===== config.mk =====
export PLATFORM = sky130hd
export DESIGN_NAME = ovl_fire_collector
export DESIGN_NICKNAME = d
export VERILOG_FILES = /design/src/rtl/ovl_fire_collector.sv
export SDC_FILE = /design/constraint.sdc
export NUM_CORES = 1
export LEC_CHECK = 0
export BUFFER_PORTS_ARGS = -buffer_cell sky130_fd_sc_hd__buf_2
export CAP_MARGIN = 5
export CORE_ASPECT_RATIO = 0.6
export CORE_MARGIN = 5
export CORE_UTILIZATION = 31
export DETAILED_ROUTE_END_ITERATION = 8
export GPL_TIMING_DRIVEN = 0
export PLACE_DENSITY_LB_ADDON = 0.25
export SYNTH_ARGS = -nofsm -noshare
export SYNTH_HDL_FRONTEND = slang
export SYNTH_SLANG_ARGS = --single-unit

===== constraint.sdc =====
create_clock -name clock -period 10.7 [get_ports clock]
set_input_delay 0.535 -clock clock [delete_from_list [all_inputs] [get_ports clock]]
set_output_delay 0.535 -clock clock [all_outputs]
set_load 0.02 [all_outputs]

===== src/rtl/ovl_fire_collector.sv =====
// Collects 3-bit fire vectors from a bank of OVL checkers: saturating failure counters,
// sticky first-fail capture and a round-robin valid/ready event stream.
// Optional feature macro: OVL_FIRE_TIMESTAMP_EN (per-event capture timestamps on evt_time).
module ovl_fire_collector #(
  parameter int num_checkers = 4,
  parameter int count_width  = 16,
  parameter bit report_cover = 1'b0,
  parameter int time_width   = 32
) (
  input  logic                      clock,
  input  logic                      reset,
  input  logic                      enable,
  input  logic                      clear,
  input  logic [num_checkers*3-1:0] fire_in,
  output logic                      evt_valid,
  input  logic                      evt_ready,
  output logic [4:0]                evt_index,
  output logic [1:0]                evt_type,
  output logic [time_width-1:0]     evt_time,
  output logic [count_width-1:0]    err_count,
  output logic [count_width-1:0]    xchk_count,
  output logic [count_width-1:0]    drop_count,
  output logic                      first_valid,
  output logic [4:0]                first_index
);

  localparam int NB = num_checkers * 3;
  localparam int PW = 8;
  localparam int SW = count_width + 7;

  localparam logic [NB-1:0] A_MASK   = {num_checkers{3'b001}};
  localparam logic [NB-1:0] X_MASK   = {num_checkers{3'b010}};
  localparam logic [NB-1:0] CAP_MASK = report_cover ? {num_checkers{3'b111}} : {num_checkers{3'b011}};

  function automatic logic [6:0] popcount(input logic [NB-1:0] v);
    logic [6:0] c;
    c = 7'd0;
    for (int i = 0; i < NB; i++) c = c + {6'd0, v[i]};
    return c;
  endfunction

  function automatic logic [count_width-1:0] sat_add(input logic [count_width-1:0] a,
                                                     input logic [6:0] b);
    logic [SW-1:0] s;
    s = {7'd0, a} + {{(SW-7){1'b0}}, b};
    return (s[SW-1:count_width] != 7'd0) ? {count_width{1'b1}} : s[count_width-1:0];
  endfunction

  logic [NB-1:0]          pending_q, pending_d;
  logic [PW-1:0]          rr_q, rr_d;
  logic                   evt_valid_q, evt_valid_d;
  logic [4:0]             evt_index_q, evt_index_d;
  logic [1:0]             evt_type_q, evt_type_d;
  logic [count_width-1:0] err_count_q, err_count_d;
  logic [count_width-1:0] xchk_count_q, xchk_count_d;
  logic [count_width-1:0] drop_count_q, drop_count_d;
  logic                   first_valid_q, first_valid_d;
  logic [4:0]             first_index_q, first_index_d;

  logic [NB-1:0] cap_s, held_s, drop_vec_s, gnt_vec_s, a_vec_s, x_vec_s;
  logic [PW-1:0] lo_idx_s, hi_idx_s, gnt_idx_s;
  logic          lo_found_s, hi_found_s, load_s, do_grant_s, first_hit_s;
  logic [4:0]    gnt_k_s, first_k_s;
  logic [1:0]    gnt_t_s;

  // Round-robin pick: lowest pending index at or after rr_q, else lowest overall.
  always_comb begin
    lo_found_s = 1'b0;
    hi_found_s = 1'b0;
    lo_idx_s   = '0;
    hi_idx_s   = '0;
    for (int j = NB - 1; j >= 0; j--) begin
      lo_found_s = lo_found_s | pending_q[j];
      lo_idx_s   = pending_q[j] ? PW'(j) : lo_idx_s;
      hi_found_s = hi_found_s | (pending_q[j] & (PW'(j) >= rr_q));
      hi_idx_s   = (pending_q[j] && (PW'(j) >= rr_q)) ? PW'(j) : hi_idx_s;
    end
    load_s     = ~evt_valid_q | evt_ready;
    do_grant_s = load_s & lo_found_s & ~clear;
    gnt_idx_s  = hi_found_s ? hi_idx_s : lo_idx_s;
    gnt_vec_s  = '0;
    gnt_k_s    = 5'd0;
    gnt_t_s    = 2'd0;
    for (int j = 0; j < NB; j++) begin
      gnt_vec_s[j] = do_grant_s & (gnt_idx_s == PW'(j));
      gnt_k_s      = (gnt_idx_s == PW'(j)) ? 5'(j / 3) : gnt_k_s;
      gnt_t_s      = (gnt_idx_s == PW'(j)) ? 2'(j % 3) : gnt_t_s;
    end
  end

  // Capture, drop detection and lowest-index bit0 search for first-fail.
  always_comb begin
    cap_s       = enable ? (fire_in & CAP_MASK) : '0;
    a_vec_s     = enable ? (fire_in & A_MASK) : '0;
    x_vec_s     = enable ? (fire_in & X_MASK) : '0;
    held_s      = pending_q & ~gnt_vec_s;
    drop_vec_s  = cap_s & held_s;
    first_hit_s = |a_vec_s;
    first_k_s   = 5'd0;
    for (int k = num_checkers - 1; k >= 0; k--) begin
      first_k_s = fire_in[3*k] ? 5'(k) : first_k_s;
    end
  end

  // Next-state for queue, stream registers, counters and first-fail; clear wins.
  always_comb begin
    pending_d     = held_s | cap_s;
    rr_d          = rr_q;
    evt_valid_d   = load_s ? do_grant_s : evt_valid_q;
    evt_index_d   = do_grant_s ? gnt_k_s : evt_index_q;
    evt_type_d    = do_grant_s ? gnt_t_s : evt_type_q;
    err_count_d   = sat_add(err_count_q, popcount(a_vec_s));
    xchk_count_d  = sat_add(xchk_count_q, popcount(x_vec_s));
    drop_count_d  = sat_add(drop_count_q, popcount(drop_vec_s));
    first_valid_d = first_valid_q | first_hit_s;
    first_index_d = (first_hit_s & ~first_valid_q) ? first_k_s : first_index_q;
    if (do_grant_s) begin
      rr_d = (gnt_idx_s == PW'(NB - 1)) ? '0 : gnt_idx_s + PW'(1);
    end else begin
      rr_d = rr_q;
    end
    if (clear) begin
      pending_d     = '0;
      evt_valid_d   = 1'b0;
      err_count_d   = '0;
      xchk_count_d  = '0;
      drop_count_d  = '0;
      first_valid_d = 1'b0;
      first_index_d = 5'd0;
    end else begin
      pending_d = held_s | cap_s;
    end
  end

  // State registers.
  always_ff @(posedge clock or negedge reset) begin
    if (!reset) begin
      pending_q     <= '0;
      rr_q          <= '0;
      evt_valid_q   <= 1'b0;
      evt_index_q   <= 5'd0;
      evt_type_q    <= 2'd0;
      err_count_q   <= '0;
      xchk_count_q  <= '0;
      drop_count_q  <= '0;
      first_valid_q <= 1'b0;
      first_index_q <= 5'd0;
    end else begin
      pending_q     <= pending_d;
      rr_q          <= rr_d;
      evt_valid_q   <= evt_valid_d;
      evt_index_q   <= evt_index_d;
      evt_type_q    <= evt_type_d;
      err_count_q   <= err_count_d;
      xchk_count_q  <= xchk_count_d;
      drop_count_q  <= drop_count_d;
      first_valid_q <= first_valid_d;
      first_index_q <= first_index_d;
    end
  end

`ifdef OVL_FIRE_TIMESTAMP_EN
  logic [time_width-1:0] time_q, time_d;
  logic [time_width-1:0] evt_time_q, evt_time_d, gnt_time_s;
  logic [time_width-1:0] ts_q [NB];
  logic [time_width-1:0] ts_d [NB];

  // Free-running clock counter; a bit's stamp is only written when it is newly queued.
  always_comb begin
    time_d     = time_q + time_width'(1'b1);
    gnt_time_s = '0;
    for (int j = 0; j < NB; j++) begin
      gnt_time_s = gnt_vec_s[j] ? ts_q[j] : gnt_time_s;
      ts_d[j]    = (cap_s[j] & ~held_s[j] & ~clear) ? time_q : ts_q[j];
    end
    evt_time_d = do_grant_s ? gnt_time_s : evt_time_q;
  end

  // Timestamp registers.
  always_ff @(posedge clock or negedge reset) begin
    if (!reset) begin
      time_q     <= '0;
      evt_time_q <= '0;
      for (int j = 0; j < NB; j++) ts_q[j] <= '0;
    end else begin
      time_q     <= time_d;
      evt_time_q <= evt_time_d;
      for (int j = 0; j < NB; j++) ts_q[j] <= ts_d[j];
    end
  end

  assign evt_time = evt_time_q;
`else
  assign evt_time = '0;
`endif

  assign evt_valid   = evt_valid_q;
  assign evt_index   = evt_index_q;
  assign evt_type    = evt_type_q;
  assign err_count   = err_count_q;
  assign xchk_count  = xchk_count_q;
  assign drop_count  = drop_count_q;
  assign first_valid = first_valid_q;
  assign first_index = first_index_q;

endmodule


Word-level counts from Yosys, hierarchy flattened. Index checks and enable logic that the tools add are counted.

Register bits: 82. Output and inout bits: 94. Logic and storage cells: 212. Bits of input ports: 17.

Order comparisons: 12. Mux-type cells: 65. $add $sub $neg: 37. Reductions and logical operators: 19. Eq/ne operators: 11. Bitwise operators: 58.

Operator list (number): 4-bit two-way mux (25); 16-bit two-way mux (6); 7-bit by 1-bit adder with 7-bit output (12); 16-bit by 7-bit adder with 17-bit output (3); 2-bit two-way mux (20); 3-bit by 8-bit >= comparator with 1-bit output, first input constant (4); 4-bit by 8-bit >= comparator with 1-bit output, first input constant (4); 1-bit AND (27); 1-bit bitwise OR (24); 11-bit two-way mux (2); 6-bit by 1-bit adder with 7-bit output (3); 7-bit by 1-bit adder with 7-bit output, second input constant (3); 7-bit nonzero test (3); 5-bit by 1-bit adder with 6-bit output (3); 4-bit by 3-bit equality test with 1-bit output, second input constant (4); 4-bit equality test, second input constant (4); 1-bit by 8-bit >= comparator with 1-bit output, first input constant (2); 2-bit by 8-bit >= comparator with 1-bit output, first input constant (2); 4-bit by 1-bit adder with 5-bit output (3); 5-bit two-way mux (3); 3-bit by 1-bit adder with 4-bit output (3); 11-bit by 12-bit AND with 12-bit output (1); 12-bit AND (1); 1-bit logical AND (12); 14 further kinds (28).

Longest topological paths before layout. Gate-level depths: netlist of run 1.

Word-level depth: 35. Gate-level depth with buffers: 28. Gate-level depth less buffers: 25.

Worst setup path after synthesis of run 1. OpenSTA, ideal clock, no wires.

Path kind: reg2reg. Start point: register rr_q[1]. End point: register drop_count_q[1] (netlist: drop_count[1]). Data arrival time: 6.037 ns. Slack: 4.585 ns. Clock period less this slack: 6.115 ns. Data required time: 10.622 ns. Library setup time: 0.078 ns. Path buffers: 4. Stages on the path, launching flop included: 28. Path through: dfrtp_1 -> clkbuf_1 -> clkbuf_1 -> or3b_1 -> a21oi_1 -> o221ai_1 -> a221oi_1 -> a41o_1 -> ha_1 -> clkbuf_1 -> nand2_1 -> o31ai_1 -> nor2_1 -> fa_1 -> inv_1 -> fa_1 -> inv_1 -> fa_1 -> inv_1 -> fa_1 -> inv_1 -> fa_1 -> a21o_1 -> a21oi_1 -> nor3b_1 -> nand4_1 -> clkbuf_1 -> a21oi_1.

Cells in the longest elaborated chain, start to end: 35. Elaborated cells on any way between the ends: 102. Those cells by class: add/sub (12); order compare (12); eq/ne (11); mux (15); bitwise (38); reduce/logical (14).

RTL lines: start, declared (line 50) `logic [PW-1:0] rr_q, rr_d;`; start signal, assigned (line 150) `rr_q <= rr_d;`; 4-bit by 8-bit >= comparator with 1-bit output (line 75, 76); 1-bit logical AND (line 76) `hi_idx_s = (pending_q[j] && (PW'(j) >= rr_q)) ? PW'(j) : hi_idx_s;`; 4-bit two-way mux (12 in series) (line 76); 4-bit two-way mux (*) (line 80) `gnt_idx_s = hi_found_s ? hi_idx_s : lo_idx_s;`; 8-bit zero test / 4-bit by 1-bit equality test with 1-bit output (equally long branches); 1-bit AND (line 85) `gnt_vec_s[j] = do_grant_s & (gnt_idx_s == PW'(j));`; 12-bit NOT (*) (line 96) `held_s = pending_q & ~gnt_vec_s;`; 12-bit AND (*) (line 96); [6 not listed]; 6-bit by 1-bit adder with 7-bit output (line 38) `for (int i = 0; i < NB; i++) c = c + {6'd0, v[i]};`; 7-bit by 1-bit adder with 7-bit output (4 in series) (line 38); 7-bit by 1-bit adder with 7-bit output (*) (line 38); 16-bit by 7-bit adder with 17-bit output (*) (line 45) `s = {7'd0, a} + {{(SW-7){1'b0}}, b};`; 7-bit nonzero test (line 46) `return (s[SW-1:count_width] != 7'd0) ? {count_width{1'b1}} : s[count_width-1:0];`; 16-bit two-way mux (*) (line 46); 16-bit two-way mux (*) (line 122) `if (clear) begin`; net drop_count_d[1] (line 56) `logic [count_width-1:0] drop_count_q, drop_count_d;`; end signal, assigned (line 156) `drop_count_q <= drop_count_d;`; end, declared (line 56).

Mark *: on every way through the listed nets, which the timed path passes. The rest lies on a longest branch. A chain may end at the register's enable or synchronous reset.

Worst setup path after layout of run 1.
Start point: register rr_q[1]. End point: register drop_count_q[7] (netlist: drop_count[7]).

The elaborated chain is that of the path after synthesis.

==> results of run 1 <==
[metrics by stage]
stage | total power, uW | hold WS [ps] | cell area (um^2)
global route | 1130 | 4.73 | 5920
CTS | 1070 | 1.43 | 5920
global placement | 697 | 471 | 5540
floorplan | 597 | 239 | 4960
finish | 1060 | 13.5 | 5920
detailed placement | 708 | 364 | 5570
[sequential cells by signal (all words and copies together) (netlist names)]
name         cells
drop_count      16
evt_valid        1
pending_q       12
evt_index        2
err_count       16
first_valid      1
rr_q             5
first_index      2
xchk_count      16
evt_type         2
[cell type report]
class | count | area [um^2]
plain buffers | 61 | 394
clock buffers | 9 | 225
clock inverters | 7 | 119
fillers | 1557 | 9370
inverters | 37 | 139
multi-input cells | 415 | 2600
flip-flops and latches | 73 | 1830
well taps | 203 | 254
repair buffers | 67 | 360
[how the worst min path moves through the flow]
stage                      start            end  slack, ps  cells past startpoint
finish                     reset  drop_count[7]         10                      1
global route               reset  drop_count[7]          5                      1
CTS                        reset  drop_count[7]          1                      1
detailed placement         reset  drop_count[7]        360                      1
global placement    evt_index[0]   evt_index[0]        470                      2
floorplan                  reset  drop_count[0]        240                      0
[cells in the mapped netlist, types with 8 or more instances]
cell type  count  area [um^2]
nand4_1       10         62.6
a21oi_1       62          310
inv_1         37          139
o21ai_1        9         45.0
fa_1          11          220
o21ai_0       15         75.1
dfrtp_1       73         1830
nor3_1        12         60.1
clkbuf_1      20         75.1
ha_1          12          150
nand2_1       47          176
buf_4         38          285
nor2_1        43          161
nand3_1       17         85.1
xnor2_1       12          105
nor2b_1        8         50.1
xor2_1        18          158
[routing by layer]
metal | vias up | part of all wire (%) | track usage, % | wire [um]
met3 | 9 | 8.9 | 5.53 | 1200
met5 | - | 0 | 0 | 0
met4 | 0 | 0.53 | 3.05 | 72
met2 | 137 | 42 | 21.6 | 5620
li1 | 2067 | - | - | -
met1 | 2078 | 49 | 22.3 | 6620
[cell families after synthesis]
kind of cell               synth area share [%]
muxes                                     0.623
DFF                                        37.9
adders and majority gates                  7.68
and+or+nand+nor                            18.3
AOI/OAI and AO/OA                          18.9
xor gates and xnor gates                   5.45
other                                    0.0778
buffers and inverters                      11.1
[power by group]
part | switching [uW] | internal, uW
Clock | 124 | 228
Sequential | 24.2 | 303
Combinational | 248 | 135
[worst max-delay path, cell delays in order (launching register included)]
cell	delay [ps]
dfrtp_1	360
clkbuf_1	210
clkbuf_1	290
or3b_1	430
a21oi_1	130
o221ai_1	160
a221oi_1	320
a41o_1	260
ha_1	180
clkbuf_1	280
nand2_1	200
o31ai_1	330
nor2_1	90
fa_1	500
inv_1	60
fa_1	550
inv_1	60
fa_1	530
inv_1	50
fa_1	450
inv_1	80
fa_1	210
a21o_1	140
a21oi_1	110
nor3b_1	480
nand4_1	290
clkbuf_1	310
a31oi_1	200
==> results.txt, run 1 <==
The largest net degree at the start of global routing came out at 68. The number of port buffers is 66. The detailed placer's ending HPWL came out at between 10000 and 15000 um. The post-synthesis register bit count came out at 73. The number of top-level design ports came out at 111. The setup slack after placement is around 3400 ps. The number of buffers between clock root and the deepest sink came out at 2. The share of the yosys chip area belonging to registers came out at 37.9%. The die extent in x is 171 um. The wire length of the first global-routing pass came out at 22400 um.

The total overflow left after global routing is 0. The maximum fanout encountered on the critical timing path is 10. The final critical-path share of the clock period came out at 68.8%. In the layout the commonest cells are dfrtp_1, buf_2, a21oi_1, nand2_1, nor2_1.

The cell area after technology mapping is 4820 um^2. Synthesis produced a netlist whose cell count is 549. Leaving out filler cells and counting taps, the final layout contains 872. The die is approximately 110 um tall.

VDD sags by at most 0.0000725 V. For the worst flop-to-flop path, the logic depth is 27. The number of global-route vias before repair was roughly 4300. The worst min-delay path category is input pin to asynchronous set/reset pin. The count of inserted antenna diode cells is 0. The layout net count is 704. The worst register-to-register path has a setup slack of 3330 ps. The prevailing post-synth register cell is dfrtp_1. The maximum clock frequency came out at 136 MHz. The total DRC errors in the routed layout came out at 0.

The number of antenna-violating nets in the routed design is 0. The number of enable flip-flop cells after synthesis came out at 0. Yosys printed 0 warnings. Yosys mapped the design onto 63 distinct sky130hd cell types. The static power due to leakage came out at 0.00290 uW. STA puts the critical path data required time at 10950 ps. The cts-stage hold buffer count came out at 0. STA classifies the critical path endpoint as a flop. The largest clock skew in the final design is 7.54 ps. TritonCTS built the clock tree. The number of gates resized after CTS came out at 0. The clock buffer count from CTS is 9. The endpoint identified for the worst register-to-register timing path is drop_count[7].

STA classifies the critical path startpoint as a flop. The max-slew violation count is 0. CTS placed an instance of clkbuf_16 at the clock tree root.

Setup repair after global routing left no endpoint under its margin. The clock network latency to the later pin of the worst-skew pair is about 340 ps. The length of the first detailed-routing pass in iterations is 5. The setup TNS came out at 0 ps.

The post-layout minimum cycle time is between 7000 and 8000 ps. The initialized floorplan defines 35 standard-cell rows. After detailed routing, the average wire length per cell comes to 15.5 um.

The end point of the critical path is drop_count[7]. The total instance count after detailed placement came out at 856. The weighted congestion at the end of routability-driven global placement is 0.887. For this design the ratio of total power to cell area is 179 nW/um^2. The detailed router finished its first iteration with 268 violations. For this run, the share of the core covered by cells in the final layout is between 30% and 40%. The launch point of the worst reg-to-reg path is rr_q[1]. The core area came out at 15300 um^2.

The clock transition at the registers of the reported paths came out at 60 ps. The number of antenna violations at the first check in global routing is 0. The worst pin sits at a relative slew slack of 49.1%. After synthesis, the mean cell area works out to ~8.8 um^2.

The worst setup path is of the flop to flop kind. The count of final hold-check violations is 0. The library cell used most frequently in the layout, excluding fill and tap cells, is dfrtp_1. Using the TritonRoute via totals, the vias-per-cell ratio works out to roughly 5. The max-cap check violation count is 0. The final worst-path setup slack is 3330 ps. The starting utilization of the core area came out at 31.5%. The count of clock tree sinks is 73. The actual slew at the worst max-slew pin is between 700 and 800 ps. Cells with a size suffix above 1 make up 20.0% of the layout. The clock tree synthesis step divided the H-tree into 3 levels. The flow ran to the end, and the final reports show no timing, DRC or antenna violations. The fraction of registers with async set/reset is 100%. Setup violations remaining at the end of the flow were counted as 0. In this run the worst setup path begins at rr_q[1]. Across all layers, the routed design uses 4291 vias.

The total wire length came out at 13500 um. The total global-route track usage is 15.2%. The post-CTS repair timing setup buffer count is 0. From synthesis to final layout, the design area changed by 22.8%.

The die covers 18200 um^2. At the worst endpoint, the arrival time is 7610 ps.
(Power assumes the default switching activity.)
==> inputs of run 2 (changes only) <==
clock period = 6.85 ns   (was 10.7 ns; I/O delays follow)
==> results.txt, run 2 (synthesis gave the netlist of run 1 again) <==
The TritonCTS clock tree is done (unchanged). The top cell family by delay on the critical path is adder cells (unchanged). The critical path startpoint category was a flop (unchanged). The maximum level of the CTS H-tree came out at 3 (unchanged). The routed length per instance is 15.5 um (about the same). The capturing element type of the critical path is a flop (unchanged). The count of inserted antenna diode cells came out at 0 (unchanged). The number of global-route vias before repair is 4275 (was 4268). Commonest non-fill, non-tap cells in the layout: dfrtp_1, buf_2, a21oi_1, nand2_1, buf_4 (was dfrtp_1, buf_2, a21oi_1, nand2_1, nor2_1). The weighted congestion at the end of routability-driven global placement is 0.887 (unchanged). The number of buffers between clock root and the deepest sink came to 2 (unchanged). The buffering stage count on the worst path with inverters included came out at 6 (was 8). The top layer reached by signal wires was met4 (unchanged).

The largest net degree at the start of global routing came out at 68 (unchanged). The category of the most critical setup path is flop to flop (unchanged). The worst slack on hold paths came out at 309 ps (was 13.5 ps).

The met2 routed wirelength came out at 5640 um (was 5620 um). The area overhead of the layout relative to synthesis came out at 24.5% (was 22.8%). The largest clock skew in the final design came out at 7.50 ps (was 7.54 ps).

The total DRC errors in the routed layout came out at 0 (unchanged). The number of setup violations in the final report is 0 (unchanged). The core area is 15300 um^2 (unchanged). The capture point of the worst reg-to-reg path is drop_count[13] (was drop_count[7]). The total global-route track usage is 15.3% (was 15.2%).

The maximum clock frequency came out at 155 MHz (was 136 MHz). The wire length of the first global-routing pass is 22400 um (about the same). The final critical-path share of the clock period came out at 94.4% (was 68.8%). Outcome: completed (unchanged). The final design area excluding fillers is 6000 um^2 (was 5920 um^2).

The total wire length was 13600 um (was 13500 um). The power consumption is 1680 uW (was 1060 uW). The count of final hold-check violations came out at 0 (unchanged).

The clock network latency to the later pin of the worst-skew pair came out at 340 ps (about the same). The required time of the critical path came out at 7070 ps (was 10950 ps). The signal arrival time at the worst endpoint was 6680 ps (was 7610 ps).

The layout net count is 707 (was 704). The register area came out at 1830 um^2 (unchanged). The actual slew at the worst max-slew pin is 787 ps (was 764 ps). The max-cap check violation count came out at 0 (unchanged). The count of filler cells inserted in the layout is 1547 (was 1557). The path with the worst hold slack has its endpoint at pending_q[10]. The standard-cell row count was 35 (unchanged). The detailed placer's ending HPWL is 10400 um (unchanged). The worst hold path begins at fire_in[10]. The clock transition at the registers of the reported paths was 60 ps (about the same). The count of vias placed by the detailed router was 4309 (was 4291). The starting utilization of the core area came to 31.5% (unchanged). The highest-delay cell along the critical path is fa_1 (unchanged). The final worst-path setup slack is 385 ps (was 3330 ps).

The count of clock tree sinks came out at 73 (unchanged). The worst min-delay path category is input pin to flop (was input pin to asynchronous set/reset pin). The maximum single-stage delay on the critical path came to 550 ps (about the same).

The chip height came out at 107 um (unchanged). The post-layout minimum cycle time is 6470 ps (was 7370 ps). Unrepaired setup endpoints after global routing: no (unchanged). The number of antenna-violating nets in the routed design came to 0 (unchanged). The maximum fanout encountered on the critical timing path is 10 (unchanged). The worst slew margin relative to its limit came out at 47.5% (was 49.1%). The total grt overflow came out at 0 (unchanged). The sum of routed wire segments on met1 came out at 6650 um (was 6620 um). The commonest non-fill, non-tap cell in the layout is dfrtp_1 (unchanged). The length of the first detailed-routing pass in iterations came out at 5 (unchanged). The worst IR drop on VDD is 0.000113 V (was 0.0000725 V).

The initial detailed-routing violation count was 281 (was 268). The mean number of vias per cell is 4.92 (about the same). The number of antenna violations at the first check in global routing came to 0 (unchanged). The setup TNS came to 0 ps (unchanged). The clock buffer count from CTS was 9 (unchanged).

The routed wire length on met3 came out at 1200 um (about the same). The cell depth of the worst flop-to-flop path is 26 (was 27). The static power due to leakage came out at 0.00294 uW (was 0.00290 uW). The clock tree root driver cell is clkbuf_16 (unchanged).

The most frequent cell on the critical path is fa_1 (unchanged). The area used by multi-input combinational logic is 2650 um^2 (was 2600 um^2). The die extent in x is 171 um (unchanged). The max-slew violation count is 0 (unchanged).

The power density relative to cell area came out at 279 nW/um^2 (was 179 nW/um^2). The setup slack after placement is -444 ps (was 3410 ps). The die outline area is 18200 um^2 (unchanged).

The number of port buffers came out at 66 (unchanged). The worst hold path stage count is 3. The number of top-level design ports is 111 (unchanged). The setup slack of the most critical reg-to-reg path is 380 ps (was 3330 ps). The cell area after placement came out at 5570 um^2 (unchanged).

The share of post-route cells with drive strength above 1 is 22.5% (was 20.0%). The launch point of the worst reg-to-reg path is rr_q[1] (unchanged).
==> run 2: cell count changes in the layout (fill, tap and decap cells not counted), sizes merged <==
cell         previous run  this run
buf                   108       113
clkbuf                 29        26
dlygate4sd3             0         1
==> run 2: metrics by stage <==
stage | utilization, % | std cells
final | 39.3 | 875
after global routing | 39.3 | 875
after CTS | 38.9 | 873
after detailed placement | 36.5 | 856
after global placement | 36.3 | 855
after floorplan | - | 586
==> run 2: how the worst max path moves through the flow <==
stage | startpoint | to | slack, ps | depth (start not counted)
after floorplan | rr_q[1] | drop_count[1] | 730 | 27
after global placement | rr_q[1] | drop_count[1] | -370 | 27
final | rr_q[1] | drop_count[13] | 380 | 26
after detailed placement | rr_q[1] | drop_count[7] | -440 | 27
after global routing | rr_q[1] | drop_count[1] | 30 | 25
after CTS | rr_q[1] | drop_count[7] | 100 | 26
==> run 2: metal layers <==
layer,track usage [%],up-vias
met2,21.6,127
met1,22.3,2099
met3,5.49,7
li1,-,2076
met4,3.05,0
met5,0,-
==> run 2: where the power goes <==
| part | leakage, uW | switching, uW | total [uW] | internal, uW |
|---|---|---|---|---|
| clock network | 0.000162 | 194 | 549 | 356 |
| registers | 0.000992 | 46.3 | 520 | 473 |
| logic | 0.00179 | 385 | 608 | 223 |
==> run 2: cell type report <==
| type | count | area share, % |
|---|---|---|
| multi-input cells | 415 | 44.1 |
| repair buffers | 72 | 6.67 |
| flip-flops and latches | 73 | 30.4 |
| well taps | 203 | 4.23 |
| clock inverters | 7 | 1.98 |
| clock buffers | 9 | 3.75 |
| plain buffers | 59 | 6.52 |
| inverters | 37 | 2.31 |
==> run 2: repair_timing <==
action,CTS,global route
hold endpoints to repair,6,0
setup endpoints to repair,15,16
pin swaps,1,1
gates resized for setup,3,15
buffers inserted,1,3
hold buffers,1,0
==> run 2: worst register-to-register path: cells and delay by family (launching register included) <==
kind            cells  cell delay (ps)
compound gates      8             1850
fa+ha+maj           6             2410
buf+inv             6              660
flops               1              490
simple gates        6              940
